--- src/rtl/halt_ctrl.sv ---
// CPU-side initiator of the simulation halt protocol: detects ebreak at commit,
// drains the pipeline, then hands a halt request (code + PC) to the harness.
module halt_ctrl #(
    parameter int          XLEN         = 64,
    parameter int          DRAIN_CYCLES = 3,
    parameter logic [31:0] EBREAK_INST  = 32'h00100073
) (
    input  logic            clock,
    input  logic            reset,
    input  logic            commit_valid,
    input  logic [31:0]     commit_inst,
    input  logic [XLEN-1:0] commit_pc,
    input  logic [XLEN-1:0] a0_value,
    input  logic            halt_ack,
    output logic            stall_fetch,
    output logic            halt_valid,
    output logic [31:0]     halt_code,
    output logic [XLEN-1:0] halt_pc,
    output logic            halted,
    output logic [63:0]     instret
);

    typedef enum logic [1:0] {
        ST_RUN    = 2'd0,
        ST_DRAIN  = 2'd1,
        ST_REPORT = 2'd2,
        ST_HALTED = 2'd3
    } state_t;

    localparam logic [3:0] DRAIN_INIT = 4'(DRAIN_CYCLES);
    localparam bit         NO_DRAIN   = (DRAIN_CYCLES == 0);

    state_t          state_r;
    logic [3:0]      cnt_r;
    logic            stall_r;
    logic            halt_valid_r;
    logic [31:0]     halt_code_r;
    logic [XLEN-1:0] halt_pc_r;
    logic            halted_r;
    logic [63:0]     instret_r;
    logic            detect_s;

    assign detect_s = commit_valid && (commit_inst == EBREAK_INST);

    // Halt sequencer: retire counting in RUN, capture on ebreak, drain, handshake, stop.
    always_ff @(posedge clock or posedge reset) begin
        if (reset) begin
            state_r      <= ST_RUN;
            cnt_r        <= 4'd0;
            stall_r      <= 1'b0;
            halt_valid_r <= 1'b0;
            halt_code_r  <= 32'd0;
            halt_pc_r    <= '0;
            halted_r     <= 1'b0;
            instret_r    <= 64'd0;
        end else begin
            case (state_r)
                ST_RUN: begin
                    if (commit_valid) begin
                        instret_r <= instret_r + 64'd1;
                    end
                    if (detect_s) begin
                        halt_code_r <= a0_value[31:0];
                        halt_pc_r   <= commit_pc;
                        stall_r     <= 1'b1;
                        if (NO_DRAIN) begin
                            halt_valid_r <= 1'b1;
                            state_r      <= ST_REPORT;
                        end else begin
                            cnt_r   <= DRAIN_INIT;
                            state_r <= ST_DRAIN;
                        end
                    end
                end
                // Commits arriving here are in-flight leftovers and are not counted.
                ST_DRAIN: begin
                    if (cnt_r == 4'd1) begin
                        cnt_r        <= 4'd0;
                        halt_valid_r <= 1'b1;
                        state_r      <= ST_REPORT;
                    end else begin
                        cnt_r <= cnt_r - 4'd1;
                    end
                end
                ST_REPORT: begin
                    if (halt_valid_r && halt_ack) begin
                        halt_valid_r <= 1'b0;
                        halted_r     <= 1'b1;
                        state_r      <= ST_HALTED;
                    end
                end
                ST_HALTED: begin
                    stall_r  <= 1'b1;
                    halted_r <= 1'b1;
                end
                default: begin
                    state_r      <= ST_RUN;
                    cnt_r        <= 4'd0;
                    halt_valid_r <= 1'b0;
                end
            endcase
        end
    end

    assign stall_fetch = stall_r;
    assign halt_valid  = halt_valid_r;
    assign halt_code   = halt_code_r;
    assign halt_pc     = halt_pc_r;
    assign halted      = halted_r;
    assign instret     = instret_r;

endmodule

--- config.mk ---
export PLATFORM = sky130hd
export DESIGN_NAME = halt_ctrl
export DESIGN_NICKNAME = d
export VERILOG_FILES = /design/src/rtl/halt_ctrl.sv
export SDC_FILE = /design/constraint.sdc
export NUM_CORES = 1
export LEC_CHECK = 0
export ABC_AREA = 1
export CAP_MARGIN = 20
export CORE_ASPECT_RATIO = 0.7
export CORE_MARGIN = 4
export CORE_UTILIZATION = 40
export DETAILED_ROUTE_END_ITERATION = 12
export DONT_BUFFER_PORTS = 1
export PLACE_DENSITY = 0.62
export SETUP_SLACK_MARGIN = 0.5
export SLEW_MARGIN = 20
export SYNTH_ARGS = -nofsm -noshare
export SYNTH_HDL_FRONTEND = slang
export SYNTH_SLANG_ARGS = --single-unit
--- constraint.sdc ---
create_clock -name clock -period 7.3 [get_ports clock]
set_input_delay 1.095 -clock clock [delete_from_list [all_inputs] [get_ports clock]]
set_output_delay 1.095 -clock clock [all_outputs]
set_load 0.005 [all_outputs]
==> impl_metrics.env, run 1 <==
export IMPL_worstPathRequired_ns=7.55
export IMPL_cp_end_kind="flip-flop"
export IMPL_ir_worst_vdd_mv=0.1511
export IMPL_io_pins=327
export IMPL_area_growth_syn_to_layout_pct=9.845
export IMPL_path_cells="nor2_2 > nand2_1 > nor2_1 > nand2_1 > nor2_1 > nand3_4 > buf_4 > nand2_1 > o21ai_0"
export IMPL_numClockSinks=169
export IMPL_crit_fanout=104
export IMPL_cts_max_level=4
export IMPL_slew_headroom=0.3689
export IMPL_core_area_um2=20700
export IMPL_viasPerCell=4.910
export IMPL_hold_start="cnt_r[1]"
export IMPL_grt_pass1_wl_um=35080
export IMPL_routabilityCongestion=0.9320
export IMPL_min_path_cells=2
export IMPL_drc=0
export IMPL_r2r_end="halt_pc[44]"
export IMPL_start_kind="input pin"
export IMPL_yosys_cell_types_count=36
export IMPL_syn_area_um2=8413
export IMPL_path_clk_slew_ns=0.07
export IMPL_gr_total_overflow=0
export IMPL_hold_end="cnt_r[1]"
export IMPL_routed_wl_um=22360
export IMPL_drtPass1Iterations=5
export IMPL_finalWorstSetupSlack_ns=4.215
export IMPL_clock_latency_ns=0.42
export IMPL_hold_class="flip-flop to flip-flop"
export IMPL_cts_buffers=17
export IMPL_crit_slowest_cell="nand3_4"
export IMPL_worstPathArrival_ns=3.33
export IMPL_antenna_found_initial=0
export IMPL_num_rows=44
export IMPL_antenna_left=0
export IMPL_num_vias=6599
export IMPL_ctsHoldBuffers=0
export IMPL_fin_area_um2=9241
export IMPL_first_global_vias=6098
export IMPL_fin_skew_ns=0.01268
export IMPL_fillerInstances=2068
export IMPL_critPathKind="input pin to flip-flop"
export IMPL_grt_max_degree=105
export IMPL_p_leak_nw=4.590
export IMPL_hold_viol=0
export IMPL_final_util=0.4464
export IMPL_cts_setup_buffers=0
export IMPL_ys_ff_latch=169
export IMPL_grt_usage=0.1890
export IMPL_crit_top_cell="nand2_1"
export IMPL_synth_avg_cell_area_um2=7.967
export IMPL_cts_repair_resized=0
export IMPL_period_minus_slack_ns=3.085
export IMPL_die_area_um2=23450
export IMPL_drive_gt1_frac=0.05899
export IMPL_synth_nets=1229
export IMPL_start_util=0.4064
export IMPL_clock_path_buffers=2
export IMPL_die_w_um=181.3
export IMPL_cp_slowest_stage_delay_ns=0.69
export IMPL_n_antenna_cell=0
export IMPL_r2r_slack_ns=4.57
export IMPL_num_nets_final=1229
export IMPL_drtIter0Drc=553
export IMPL_dpl_worst_slack_ns=3.771
export IMPL_synth_warnings=0
export IMPL_pwr_density_cell_nw_per_um2=216.8
export IMPL_netlist_instances=1056
export IMPL_cts_tree="built"
export IMPL_fp_dieH_um=129.3
export IMPL_routedWlPerCell_um=16.64
export IMPL_root_buffer="clkbuf_16"
export IMPL_place_hpwl_um=17340
export IMPL_finalSetupViolCount=0
export IMPL_outcome="completed"
export IMPL_slew_violations=0
export IMPL_port_buffers=0
export IMPL_timing_rr_start="state_r[0]"
export IMPL_tns_ns=0
export IMPL_placedInstanceArea_um2=8657
export IMPL_clock_fmax_ghz=0.3242
export IMPL_worst_r2r_cell_count=5
export IMPL_grt_setup_unrepaired="false"
export IMPL_fin_crit_sh=0.4226
export IMPL_synth_seq_area_share=0.5027
export IMPL_tightestPinTransition_ns=0.9466
export IMPL_drv_cap=0
==> flip-flops by register name, indices dropped and copies added, names as in the netlist <==
register     cells
halt_pc         64
instret         64
halt_code       32
cnt_r            4
state_r          2
halt_valid       1
halted           1
stall_fetch      1
==> cell families (layout without fill, tap and decap cells) <==
kind of cell             after synthesis  after routing  synth area share
adder cells (fa/ha/maj)                9              9           0.01339
buffers and inverters                198            210           0.09444
flip-flops                           169            169            0.5027
AO/OA/AOI/OAI                        107            107           0.06425
AND/OR/NAND/NOR                      535            535            0.2848
XOR/XNOR                              38             38           0.04045
==> metrics by stage <==
| step | total power [mW] | hold WS, ns | instances |
|---|---|---|---|
| final | 2.004 | 0.4969 | 1344 |
| after global routing | 2.091 | 0.5383 | 1344 |
| after CTS | 2.035 | 0.5000 | 1344 |
| after detailed placement | 1.107 | 0.4871 | 1313 |
| after global placement | 1.103 | 0.4838 | 1313 |
| after floorplan | 1.068 | 0.4629 | 1056 |
==> power breakdown <==
group	switching (mW)	internal (mW)
Clock	0.407	0.511
Combinational	0.0623	0.0270
Sequential	0.0419	0.954
==> synth_stat cells (all sizes together) <==
| cell type | n | share of area |
|---|---|---|
| nand4 | 21 | 0.016 |
| clkinv | 1 | 0.00059 |
| clkbuf | 6 | 0.0027 |
| nand3 | 52 | 0.035 |
| nor3b | 1 | 0.00089 |
| xor2 | 25 | 0.027 |
| o21bai | 1 | 0.00089 |
| buf | 15 | 0.013 |
| ha | 9 | 0.013 |
| dfrtp | 169 | 0.50 |
| nand2b | 1 | 0.00074 |
| nand3b | 14 | 0.013 |
| nand2 | 300 | 0.14 |
| nor3 | 19 | 0.013 |
| inv | 176 | 0.079 |
| o211ai | 1 | 0.00089 |
| nor2 | 123 | 0.067 |
| or2 | 1 | 0.00074 |
| o21ai | 104 | 0.062 |
| xnor2 | 13 | 0.014 |
| a21oi | 1 | 0.00059 |
| nor4 | 1 | 0.00074 |
| and2 | 2 | 0.0015 |
==> worst max-delay path by stage <==
stage                          startpoint             to  cells after the start
after floorplan                     reset       cnt_r[0]                      1
after global placement    commit_inst[23]  halt_code[19]                      9
after detailed placement  commit_inst[23]    halt_pc[44]                      9
after CTS                 commit_inst[23]    halt_pc[44]                      9
after global routing      commit_inst[23]    halt_pc[54]                      9
final                      commit_inst[3]    halt_pc[44]                      9
==> cells in the final DEF (no fill, tap or decap), drive strengths merged <==
master	n
nand3b	14
inv	183
dfrtp	169
clkinvlp	4
or2	1
nand4	21
nor3	19
bufinv	2
buf	2
ha	9
clkinv	2
nand3	52
nand2	300
nor3b	1
xor2	25
clkbuf	17
o21bai	1
and2	2
a21oi	1
xnor2	13
nor2	123
nand2b	1
nor4	1
o21ai	104
o211ai	1
==> per-layer routing <==
metal | part of all wire | routed length [um] | GRT usage | vias up
li1 | - | - | - | 3260
met5 | 0 | 0 | 0 | -
met1 | 0.46 | 10220 | 0.2776 | 3027
met3 | 0.11 | 2474 | 0.06818 | 17
met2 | 0.42 | 9449 | 0.2691 | 295
met4 | 0.0097 | 216 | 0.04146 | 0
==> worst max-delay path, delay by kind of cell <==
family                 cells  cell delay, ns
and+or+nand+nor            7            1.42
buffers and inverters      1            0.67
AOI/OAI and AO/OA          1            0.11
==> cell type report <==
class	instances	area, um2	share of cell area
Clock buffer	17	425.4	0.04603
Clock inverter	14	158.9	0.01719
Inverter	177	670.6	0.07257
Multi-Input combinational cell	689	3397	0.3676
Sequential cell	169	4229	0.4576
Tap cell	276	345.3	0.03737
Timing Repair Buffer	2	15.01	0.001625
Note: power is estimated with default switching activity, not from simulation.
==> run 2: changes to the inputs <==
- clock period: 7.3 -> 2.9 ns (I/O delays scaled with it)
==> impl_metrics.env, run 2 (synthesis gave the netlist of run 1 again) <==
export IMPL_outcome="completed"
export IMPL_num_nets_final=1233
export IMPL_r2r_end="instret[60]"
export IMPL_hold_class="input pin to asynchronous set/reset pin"
export IMPL_worst_r2r_cell_count=9
export IMPL_drv_cap=0
export IMPL_core_area_um2=20700
export IMPL_routed_wl_um=22420
export IMPL_slew_violations=0
export IMPL_numClockSinks=169
export IMPL_antenna_found_initial=0
export IMPL_routabilityCongestion=0.9635
export IMPL_drtPass1Iterations=6
export IMPL_crit_fanout=8
export IMPL_cts_setup_buffers=0
export IMPL_clock_latency_ns=0.42
export IMPL_viasPerCell=4.901
export IMPL_final_cell_mix="nand2_1, inv_1, dfrtp_1"
export IMPL_worstPathArrival_ns=2.55
export IMPL_first_global_vias=5893
export IMPL_path_cells="inv_1 > ha_1 > nand2_4 > nor2_4 > inv_1 > nor2_1 > nand4_1 > o21ai_0 > nand2_1"
export IMPL_cp_slowest_stage_delay_ns=0.43
export IMPL_start_util=0.4064
export IMPL_fillerInstances=2068
export IMPL_routedWlPerCell_um=16.63
export IMPL_timing_rr_start="state_r[1]"
export IMPL_ir_worst_vdd_mv=0.3990
export IMPL_cp_depth=9
export IMPL_finalWorstSetupSlack_ns=0.6440
export IMPL_antenna_left=0
export IMPL_num_vias=6607
export IMPL_hold_viol=0
export IMPL_ctsHoldBuffers=0
export IMPL_cts_max_level=4
export IMPL_cp_end_kind="flip-flop"
export IMPL_grt_setup_unrepaired="false"
export IMPL_finalSetupViolCount=0
export IMPL_critPathKind="flip-flop to flip-flop"
export IMPL_place_hpwl_um=17720
export IMPL_worstPathRequired_ns=3.19
export IMPL_root_buffer="clkbuf_16"
export IMPL_clock_fmax_ghz=0.4433
export IMPL_crit_top_cell="inv_1"
export IMPL_port_buffers=0
export IMPL_tns_ns=0
export IMPL_critPathTopFamily="simple AND/OR/NAND/NOR gates"
export IMPL_pwr_density_cell_nw_per_um2=557.8
export IMPL_fin_skew_ns=0.01169
export IMPL_crit_slowest_cell="dfrtp_1"
export IMPL_num_rows=44
export IMPL_die_w_um=181.3
export IMPL_grt_pass1_wl_um=34280
export IMPL_clock_path_buffers=2
export IMPL_crit_buf_inv=2
export IMPL_fp_dieH_um=129.3
export IMPL_cts_tree="built"
export IMPL_fin_crit_sh=0.7779
export IMPL_path_clk_slew_ns=0.07
export IMPL_gr_total_overflow=0
export IMPL_cts_buffers=17
export IMPL_drc=0
export IMPL_io_pins=327
export IMPL_cts_repair_resized=0
export IMPL_slew_headroom=0.4829
export IMPL_drtIter0Drc=664
export IMPL_dpl_worst_slack_ns=0.7069
export IMPL_tightestPinTransition_ns=0.7698
export IMPL_p_leak_nw=4.655
export IMPL_n_antenna_cell=0
export IMPL_grt_max_degree=164
export IMPL_grt_usage=0.1863
export IMPL_area_growth_syn_to_layout_pct=11.39
export IMPL_r2r_slack_ns=0.64
export IMPL_start_kind="flip-flop"
export IMPL_die_area_um2=23450
export IMPL_drive_gt1_frac=0.06250
export IMPL_final_common_cell="nand2_1"
export IMPL_period_minus_slack_ns=2.256
## run 2: changes by cell type in the layout (fill, tap and decap cells not counted), sizes merged
cell      change
buf           +4
bufinv        +2
clkinv        +1
clkinvlp      -1
inv           -2
## run 2: cell type report
class / instances / area, um2 / share of cell area
Sequential cell: 169 / 4229 / 0.4513
Multi-Input combinational cell: 689 / 3397 / 0.3625
Inverter: 177 / 669.4 / 0.07143
Clock buffer: 17 / 425.4 / 0.04539
Tap cell: 276 / 345.3 / 0.03685
Clock inverter: 14 / 210.2 / 0.02243
Timing Repair Buffer: 6 / 95.09 / 0.01015
## run 2: worst max-delay path by stage
stage / start / to / slack (ns)
after global placement: state_r[0] / instret[60] / 0.73
after floorplan: reset / cnt_r[0] / 0.31
after CTS: state_r[0] / instret[60] / 0.68
final: state_r[1] / instret[60] / 0.64
after global routing: state_r[0] / instret[56] / 0.50
after detailed placement: state_r[0] / instret[60] / 0.71
## run 2: metal layers
layer  global-route usage  up-vias  wire [um]
li1                     -     3278          -
met1               0.2668     3007      10120
met2               0.2676      303       9459
met3              0.07520       19       2601
met4              0.03970        0        232
met5                    0        -          0
## run 2: power breakdown
| group | total, mW | internal (mW) | switching, mW |
|---|---|---|---|
| logic | 0.235 | 0.0761 | 0.159 |
| registers | 2.51 | 2.40 | 0.111 |
| clock network | 2.48 | 1.47 | 1.01 |
## run 2: stage by stage
step                instances  cell area, um2  hold slack [ns]  utilization  power [mW]
floorplan                1056            8417           0.4629            -       2.689
global placement         1317            8736           0.4679       0.4220       2.792
detailed placement       1317            8736           0.4668       0.4220       2.796
CTS                      1348            9371          0.01224       0.4527       5.309
global route             1348            9371          0.03499       0.4527       5.448
finish                   1348            9371         0.004145       0.4527       5.227
==> run 3: changes to the inputs <==
- clock period: 2.9 -> 2.2 ns (I/O delays scaled with it)
==> impl_metrics.env, run 3 (synthesis gave the netlist of run 1 again) <==
export IMPL_viasPerCell=4.957
export IMPL_start_util=0.4064
export IMPL_clock_fmax_ghz=0.5716
export IMPL_cp_end_kind="flip-flop"
export IMPL_routedWlPerCell_um=17.43
export IMPL_worstPathRequired_ns=2.51
export IMPL_clock_latency_ns=0.42
export IMPL_antenna_found_initial=0
export IMPL_gr_total_overflow=0
export IMPL_hold_start="commit_pc[2]"
export IMPL_outcome="completed"
export IMPL_hold_class="input pin to flip-flop"
export IMPL_first_global_vias=6277
export IMPL_area_growth_syn_to_layout_pct=18.04
export IMPL_fin_skew_ns=0.01382
export IMPL_placedInstanceArea_um2=8816
export IMPL_crit_slowest_cell="dfrtp_1"
export IMPL_placed_cells=1329
export IMPL_final_common_cell="nand2_1"
export IMPL_port_buffers=0
export IMPL_routed_wl_um=24080
export IMPL_pwr_density_cell_nw_per_um2=705.8
export IMPL_num_vias=6850
export IMPL_root_buffer="clkbuf_16"
export IMPL_finalSetupViolCount=0
export IMPL_core_area_um2=20700
export IMPL_numClockSinks=169
export IMPL_slew_violations=0
export IMPL_period_minus_slack_ns=1.749
export IMPL_drv_cap=0
export IMPL_drtPass1Iterations=5
export IMPL_finalWorstSetupSlack_ns=0.4506
export IMPL_timing_rr_start="state_r[1]"
export IMPL_grt_pass1_wl_um=35890
export IMPL_die_area_um2=23450
export IMPL_tightestPinTransition_ns=0.5239
export IMPL_io_pins=327
export IMPL_start_kind="flip-flop"
export IMPL_drc=0
export IMPL_p_leak_nw=4.833
export IMPL_worstPathArrival_ns=2.06
export IMPL_cts_tree="built"
export IMPL_path_clk_slew_ns=0.08
export IMPL_num_rows=44
export IMPL_fillerInstances=2000
export IMPL_n_antenna_cell=0
export IMPL_final_cell_mix="nand2_1, inv_1, dfrtp_1"
export IMPL_fin_area_um2=9931
export IMPL_slew_headroom=0.6507
export IMPL_drive_gt1_frac=0.1555
export IMPL_dpl_worst_slack_ns=0.1901
export IMPL_clock_path_buffers=2
export IMPL_fp_dieH_um=129.3
export IMPL_hold_viol=0
export IMPL_grt_setup_unrepaired="true"
export IMPL_critPathKind="flip-flop to flip-flop"
export IMPL_antenna_left=0
export IMPL_ir_worst_vdd_mv=0.5169
export IMPL_crit_fanout=7
export IMPL_routabilityCongestion=0.9088
export IMPL_die_w_um=181.3
export IMPL_instances_no_fill=1382
export IMPL_place_hpwl_um=17730
export IMPL_drtIter0Drc=500
export IMPL_path_cells="inv_2 > ha_4 > nand2_8 > clkinv_4 > nand3_4 > nor2_4 > nand3b_1 > buf_4 > xnor2_1"
export IMPL_worst_setup_path_startpoint="state_r[1]"
export IMPL_fin_crit_sh=0.7952
export IMPL_timing_hold_ws_ns=0.03703
export IMPL_cts_max_level=4
export IMPL_cp_slowest_stage_delay_ns=0.39
export IMPL_grt_usage=0.1947
export IMPL_num_nets_final=1267
export IMPL_grt_max_degree=90
export IMPL_cts_buffers=17
-- run 3: cell types whose count changed in the layout (fill, tap and decap cells not counted), moves of 4 or more --
| cell | before | now |
|---|---|---|
| buf_4 | 2 | 31 |
| dfrtp_1 | 169 | 134 |
| dfrtp_2 | 0 | 35 |
| nand3_1 | 49 | 45 |
| nand3_2 | 0 | 4 |
| nor2_1 | 107 | 86 |
| nor2_2 | 7 | 18 |
| nor2_4 | 7 | 17 |
| nor3_1 | 17 | 13 |
-- run 3: what timing repair did --
item,in CTS,in global routing
hold buffers,1,0
setup endpoints to repair,127,127
pin swaps,13,19
hold endpoints to repair,169,0
setup buffers,13,5
gates cloned,1,2
gates resized for setup,31,63
-- run 3: layout make-up --
type,count,area [um2],share of cell area
multi-input cells,690,3610,0.3635
clock buffers,17,425.4,0.04284
flip-flops and latches,169,4273,0.4303
clock inverters,14,210.2,0.02117
repair buffers,39,394.1,0.03969
inverters,177,673.1,0.06778
well taps,276,345.3,0.03477
-- run 3: worst paths after layout --
kind / endpoint / slack, ns / cells past startpoint
min in group asynchronous: halt_pc[48] / 0.55 / 3
worst max-delay path: instret[29] / 0.45 / 9
worst max register to register: instret[29] / 0.45 / 9
max in group asynchronous: instret[7] / 1.18 / 3
worst min register to register: cnt_r[1] / 0.51 / 2
worst min-delay path: halt_pc[2] / 0.04 / 2
-- run 3: power breakdown --
group | total [mW] | internal, mW | switching, mW | leakage (nW)
Clock | 3.29 | 1.94 | 1.35 | 0.310
Combinational | 0.408 | 0.143 | 0.266 | 2.26
Sequential | 3.31 | 3.18 | 0.134 | 2.27
Total | 7.01 | 5.26 | 1.75 | 4.83
-- run 3: metal layers --
metal | GRT usage | part of all wire | routed length, um | vias up
met5 | 0 | 0 | 0 | -
met4 | 0.04543 | 0.0098 | 235 | 0
met3 | 0.07183 | 0.097 | 2325 | 19
met2 | 0.2851 | 0.44 | 10480 | 274
met1 | 0.2772 | 0.46 | 11040 | 3212
li1 | - | - | - | 3345
-- run 3: worst max-delay path: cells and delay by family, from the launching register on --
family / cells / cell delay, ns
and+or+nand+nor: 4 / 0.57
DFF: 1 / 0.39
adders and majority gates: 1 / 0.17
xor gates and xnor gates: 1 / 0.11
buffers and inverters: 3 / 0.39
-- run 3: per-stage QoR --
stage / util / setup TNS, ns / power [mW]
after global routing: 0.4798 / 0 / 7.303
final: 0.4798 / 0 / 7.010
after global placement: 0.4259 / 0 / 3.706
after detailed placement: 0.4259 / 0 / 3.721
after CTS: 0.4676 / 0 / 7.067
after floorplan: - / -48.12 / 3.545
